==> src/rtl/fp_div_pkg.sv <==
// fp_div_pkg: state encoding and constants shared by the FP divider arbiter.
// Optional watchdog is enabled by defining FP_DIV_TIMEOUT_EN.
package fp_div_pkg;

    typedef enum logic [2:0] {
        IDLE      = 3'd0,
        LAUNCH    = 3'd1,
        WAIT_BUSY = 3'd2,
        WAIT_DONE = 3'd3,
        RESPOND   = 3'd4
    } arbState_t;

    localparam logic [31:0] QNAN_32 = 32'h7FC00000;

endpackage

==> src/rtl/fp_div_arbiter_rr_priority_pick.sv <==
// rr_priority_pick: combinational round-robin pick starting at rrPtr.
// Returns a one-hot winner and a flag saying any request was present.
module rr_priority_pick
    import fp_div_pkg::*;
#(
    parameter int NUM_REQ = 4,
    parameter int PTR_W   = $clog2(NUM_REQ)
) (
    input  logic [NUM_REQ-1:0] req,
    input  logic [PTR_W-1:0]   rrPtr,
    output logic [NUM_REQ-1:0] pick,
    output logic               valid
);

    logic [PTR_W:0]   sum;
    logic [PTR_W-1:0] idx;

    // Walk requesters from rrPtr upward with wrap; first live one wins.
    always_comb begin
        pick  = '0;
        valid = 1'b0;
        sum   = '0;
        idx   = '0;
        for (int i = 0; i < NUM_REQ; i++) begin
            sum = {1'b0, rrPtr} + (PTR_W+1)'(i);
            if (sum >= (PTR_W+1)'(NUM_REQ)) begin
                sum = sum - (PTR_W+1)'(NUM_REQ);
            end
            idx = sum[PTR_W-1:0];
            if (!valid && req[idx]) begin
                pick[idx] = 1'b1;
                valid     = 1'b1;
            end
        end
    end

endmodule

==> src/rtl/fp_div_arbiter.sv <==
// fp_div_arbiter: round-robin sharing of one FP divider among requesters.
// Define FP_DIV_TIMEOUT_EN to add the wait watchdog and the err output.
module fp_div_arbiter
    import fp_div_pkg::*;
#(
    parameter int NUM_REQ        = 4,
    parameter int WIDTH          = 32,
    parameter int TIMEOUT_CYCLES = 64
) (
    input  logic                     clock,
    input  logic                     reset,
    input  logic [NUM_REQ-1:0]       req,
    input  logic [NUM_REQ*WIDTH-1:0] op_a,
    input  logic [NUM_REQ*WIDTH-1:0] op_b,
    output logic [NUM_REQ-1:0]       gnt,
    output logic [NUM_REQ-1:0]       done,
    output logic [WIDTH-1:0]         result,
`ifdef FP_DIV_TIMEOUT_EN
    output logic                     err,
`endif
    output logic                     div_start,
    output logic [WIDTH-1:0]         div_a,
    output logic [WIDTH-1:0]         div_b,
    input  logic                     div_finish,
    input  logic [WIDTH-1:0]         div_result
);

    localparam int PTR_W = $clog2(NUM_REQ);

    arbState_t          state;
    arbState_t          stateNext;
    logic [PTR_W-1:0]   rrPtr;
    logic [PTR_W-1:0]   ownerIdx;
    logic [PTR_W-1:0]   pickIdx;
    logic [NUM_REQ-1:0] pick;
    logic               pickValid;
    logic               grantNow;
    logic               finishNow;
    logic               timeoutHit;
    logic               forceNow;
    logic [WIDTH-1:0]   selA;
    logic [WIDTH-1:0]   selB;

    rr_priority_pick #(
        .NUM_REQ (NUM_REQ),
        .PTR_W   (PTR_W)
    ) uPick (
        .req   (req),
        .rrPtr (rrPtr),
        .pick  (pick),
        .valid (pickValid)
    );

    // Operand mux and owner index for the one-hot winner.
    always_comb begin
        pickIdx = '0;
        selA    = '0;
        selB    = '0;
        for (int i = 0; i < NUM_REQ; i++) begin
            if (pick[i]) begin
                pickIdx = PTR_W'(i);
                selA    = op_a[i*WIDTH +: WIDTH];
                selB    = op_b[i*WIDTH +: WIDTH];
            end
        end
    end

    assign grantNow  = (state == IDLE) && pickValid && div_finish;
    assign finishNow = (state == WAIT_DONE) && div_finish;
    assign forceNow  = timeoutHit && !finishNow;

`ifdef FP_DIV_TIMEOUT_EN
    localparam int CNT_W = $clog2(TIMEOUT_CYCLES + 1);

    logic [CNT_W-1:0] waitCnt;
    logic             errFlag;
    logic             waiting;

    assign waiting    = (state == WAIT_BUSY) || (state == WAIT_DONE);
    assign timeoutHit = waiting && (waitCnt == CNT_W'(TIMEOUT_CYCLES - 1));
    assign err        = errFlag && (state == RESPOND);

    // Watchdog: counts cycles spent waiting, flags a forced response.
    always_ff @(posedge clock) begin
        if (reset) begin
            waitCnt <= '0;
            errFlag <= 1'b0;
        end else if (grantNow) begin
            waitCnt <= '0;
            errFlag <= 1'b0;
        end else if (waiting) begin
            waitCnt <= waitCnt + 1'b1;
            if (forceNow) begin
                errFlag <= 1'b1;
            end
        end
    end
`else
    assign timeoutHit = 1'b0;
`endif

    // State register.
    always_ff @(posedge clock) begin
        if (reset) begin
            state <= IDLE;
        end else begin
            state <= stateNext;
        end
    end

    // Next state plus the start and done strobes decoded from state.
    always_comb begin
        stateNext = state;
        div_start = 1'b0;
        done      = '0;
        unique case (state)
            IDLE: begin
                if (grantNow) begin
                    stateNext = LAUNCH;
                end
            end
            LAUNCH: begin
                div_start = 1'b1;
                stateNext = WAIT_BUSY;
            end
            WAIT_BUSY: begin
                if (forceNow) begin
                    stateNext = RESPOND;
                end else if (!div_finish) begin
                    stateNext = WAIT_DONE;
                end
            end
            WAIT_DONE: begin
                if (finishNow || forceNow) begin
                    stateNext = RESPOND;
                end
            end
            RESPOND: begin
                done      = gnt;
                stateNext = IDLE;
            end
            default: begin
                stateNext = IDLE;
            end
        endcase
    end

    // Grant, operand latch, result capture and pointer advance.
    always_ff @(posedge clock) begin
        if (reset) begin
            gnt      <= '0;
            result   <= '0;
            div_a    <= '0;
            div_b    <= '0;
            rrPtr    <= '0;
            ownerIdx <= '0;
        end else begin
            if (grantNow) begin
                gnt      <= pick;
                div_a    <= selA;
                div_b    <= selB;
                ownerIdx <= pickIdx;
            end
            if (finishNow) begin
                result <= div_result;
            end
`ifdef FP_DIV_TIMEOUT_EN
            else if (forceNow) begin
                result <= QNAN_32[WIDTH-1:0];
            end
`endif
            if (state == RESPOND) begin
                gnt <= '0;
                if (ownerIdx == PTR_W'(NUM_REQ - 1)) begin
                    rrPtr <= '0;
                end else begin
                    rrPtr <= ownerIdx + 1'b1;
                end
            end
        end
    end

endmodule

==> config.mk <==
export PLATFORM = sky130hd
export DESIGN_NAME = fp_div_arbiter
export DESIGN_NICKNAME = d
export VERILOG_FILES = /design/src/rtl/fp_div_pkg.sv /design/src/rtl/fp_div_arbiter_rr_priority_pick.sv /design/src/rtl/fp_div_arbiter.sv
export SDC_FILE = /design/constraint.sdc
export NUM_CORES = 1
export LEC_CHECK = 0
export CAP_MARGIN = 20
export CORE_AREA = 4 4 153 155
export DETAILED_ROUTE_END_ITERATION = 10
export DIE_AREA = 0 0 157 159
export DONT_BUFFER_PORTS = 1
export GPL_TIMING_DRIVEN = 0
export HOLD_SLACK_MARGIN = 0.02
export PLACE_DENSITY = 0.58
export SYNTH_ARGS = -nofsm -noshare
export SYNTH_HDL_FRONTEND = slang
export SYNTH_HIERARCHICAL = 1
export SYNTH_SLANG_ARGS = --single-unit
==> constraint.sdc <==
create_clock -name clock -period 2.8 [get_ports clock]
set_input_delay 0.56 -clock clock [delete_from_list [all_inputs] [get_ports clock]]
set_output_delay 0.56 -clock clock [all_outputs]
set_load 0.02 [all_outputs]
==> results.md, run 1 <==
* Dpl hpwl at 22.8 mm
* Peak fanout along the critical path at 6
* Final clock period utilization by the worst path at 104%
* Final period demand of the worst path at between 2000 and 3000 ps
* Register clock-pin slew on the reported worst setup and hold paths at about 80 ps
* Max Buffers Root-to-Sink at 2
* Power per cell area at between 500 and 600 nW/um2
* Post-synthesis average cell area at approximately 8.1 um2
* Total overflow reported by the global router at 0
* Area grow syn2layout at 19.5%
* Number of register bits inferred by synthesis at 107
* Synthesized net count at ~1200
* Cell Area, Synth at ~6900 um2
* Inserted Clock Buffers at 9
* GR Util All Layers at 22.0%
* Net count of the finished layout at ~1200
* Pin count of the biggest net entering global routing at 19
* Cells along the critical path: buf_6, inv_4, ha_4, mux2i_4, o22ai_1, a211oi_4, o2bb2ai_4, buf_12, clkbuf_16, nand3b_1, a221o_1, a311oi_1
* Post-route worst hold slack at between 300 and 400 ps
* Die span in y at roughly 160 um
* Crit path capture type: register
* Final-report setup violation count at 46
* Post-DP Area at ~7300 um2
* Total Wirelength at ~30 mm
* Post-DR wirelength/cell at between 20 and 30 um
* Routed via count divided by cell count at slightly below 6
* Antenna Violating Nets Remaining at 0
* First-pass GRT wire length at 42.6 mm
* Clock root cell: sky130_fd_sc_hd__clkbuf_16
* Crit path launch type: register
* IR drop worst, VDD at roughly 0.00021 V
* Total of fill cells in the finished design at between 2000 and 2500
* Capture point of the worst reg-to-reg path: div_a[22]
* Required @ worst endpoint at a little over 3000 ps
* Port buffer count at 0
* Leading cell types in the layout, fill and taps excluded: sky130_fd_sc_hd__a21oi_1, sky130_fd_sc_hd__nand2_1, sky130_fd_sc_hd__dfxtp_1
* Iteration-0 DRC Markers at between 500 and 600
* Starting utilization of the core area at about a third
* Max-cap violation count at 0
* Number of antenna violations at the first check in global routing at 4
* Number of hold-slack violations in the final timing report at 0
* Die width at between 150 and 200 um
* Number of cell rows at 54
* Via count of the first global-routing pass at approximately 7000
* Synthesis Warnings at 6
* Fin cells at 1169
* HP Start: div_result[14]
* Depth of the CTS H-tree at 3
* Final standard cell utilization of the core at between 30 and 40%
* Worst slew pin tran at between 1000 and 1500 ps
* Final weighted congestion in routability-driven placement at about 0.88
* Post-detailed-route DRC marker count at 0
* Reg2Reg Depth at 12
* Highest clock frequency the design can meet at 0.345 GHz
* Placement-stage worst setup slack at -797 ps
* Setup slack after layout at -100 ps
* Leak Pwr at between 2 and 3 nW
* Max transition margin at between 30 and 40%
* Power Total at about 4.4 mW
* Count of boundary I/O pins at 400
* Type of the most critical hold path: in -> reg
* Arrival @ worst endpoint at ~3200 ps
* R2r startpoint: rrPtr[1]
* Failing checks: setup timing
* Hold EP: result[14]
* Sink count of the clock tree at between 100 and 150
* Floorplan core area at roughly 22000 um2
* Clock latency on the worst-skew pair at around 360 ps
* Area of the die at around 25000 um2
* Critical Setup Path Class: reg -> reg
* Total number of vias at a little under 7000
* Inst Count DP at 1131
* Final total negative setup slack at -1910 ps
* Layout cell share with drive strength beyond 1 at between 10% and 20%
* Final setup skew at 14.7 ps
* Status: finished with violations
* Number of distinct library cells after synthesis at 45
* Post-Layout Inst Area at approximately 8200 um2
* Hold path depth at 2
* Synthesized instance count at 851
* Most common library cell in the layout ignoring fill and taps: sky130_fd_sc_hd__a21oi_1
* Part of the Yosys area used for sequential elements at a little under a third
* R2R Setup Slk at -100 ps
* Unrepaired setup endpoints after global routing: yes
* Standard cell with the maximum stage delay on the critical path: sky130_fd_sc_hd__dfxtp_4
* Max-slew violation total from the final report at 0
* Slowest cell delay on critical path at ~360 ps
* Detailed-routing iteration count for the pre-antenna-repair pass at 7
* TritonCTS clock tree: yes
-- critical path: cells and delay by family (launching register included) --
kind / cells / cell delay [ps]
AOI/OAI and AO/OA: 5 / 1170
buffers and inverters: 4 / 470
DFF: 1 / 360
adders and majority gates: 1 / 320
muxes: 1 / 290
and+or+nand+nor: 1 / 210
-- sequential cells by signal, summed over array words and instances, names as in the netlist --
register  count
div_a        32
div_b        32
gnt           4
ownerIdx      2
result       32
rrPtr         2
state         3
-- cell families after synthesis --
group                      after synthesis  synth area share (%)
muxes                                   12                  1.99
buffers and inverters                  166                  12.8
AOI/OAI and AO/OA                      320                  34.1
DFF                                    107                  31.2
and+or+nand+nor                        239                  18.6
adders and majority gates                7                  1.28
-- report_power, final --
part	switching (mW)	total (mW)	internal, mW	leakage (nW)
sequential	0.249	1.89	1.64	0.879
combinational	0.647	1.17	0.525	1.93
clock	0.644	1.37	0.730	0.151
total	1.54	4.44	2.90	2.96
-- area by class of cell --
class                      count  area [um2]  area share (%)
buffer                        93         853            10.4
inverter                      68         258            3.15
timing repair buffer          24         246            3.01
antenna                        3        7.51          0.0916
multi-input combinational    578        4020            49.1
clock buffer                  10         239            2.92
sequential                   107        2150            26.2
tap                          280         350            4.27
clock inverter                 6        71.3           0.870
-- cells in the mapped netlist (all sizes together) --
library cell	count	share of area [%]
a221oi	1	0.22
nand2	132	7.2
o22ai	6	0.55
or2	1	0.091
o21ai	5	0.36
nor4b	1	0.35
nand2b	5	0.46
a21oi	168	12
nor3b	3	0.33
nand4b	1	0.13
ha	7	1.3
nand3b	65	7.1
or4b	1	0.20
a31o	1	0.13
nor3	2	0.15
inv	68	3.7
and4	2	0.27
mux2	3	0.49
a31oi	1	0.091
nand3	5	0.36
o2bb2ai	4	0.51
a221o	64	9.4
nor4	1	0.091
and3	1	0.091
a211oi	4	0.44
and2	4	0.36
buf	46	5.7
mux4	1	0.33
nor2	11	0.71
mux2i	8	1.2
a2111oi	2	0.44
dfxtp	107	31
or3b	1	0.13
and4b	1	0.15
clkbuf	52	3.4
or3	1	0.16
a311oi	64	9.7
and4bb	1	0.18
-- routing by layer --
layer  vias to the layer above  track usage, %  wire [um]
met3                        46            7.58       2940
li1                       3192               -          -
met5                         -               0         13
met4                         2            6.27        691
met2                       382            39.3      15400
met1                      3330            24.7      11000
-- how the worst max path moves through the flow --
stage                     startpoint   endpoint  slack, ps  cells after the start
after floorplan             rrPtr[0]   div_a[4]        -20                     13
after global placement      rrPtr[1]  div_a[27]       -780                     13
after detailed placement    rrPtr[1]  div_a[24]       -800                     13
after CTS                   rrPtr[1]  div_a[22]       -190                     13
after global routing        rrPtr[1]  div_a[10]       -200                     12
final                       rrPtr[1]  div_a[22]       -100                     12
-- repair_timing --
item | 4_1_cts | 5_1_grt
setup endpoints to repair | 70 | 67
setup buffers | 12 | 7
hold buffers | 0 | 0
pin swaps | 10 | 21
resized for setup | 55 | 61
cloned | 2 | 3
Note: power is estimated with default switching activity, not from simulation.
==> run 2: changes to the inputs <==
Settings changed: HOLD_SLACK_MARGIN 0.02 to 0.08.
==> results of run 2 <==
No change in the layout: final DEF, timing and power equal those of run 1.
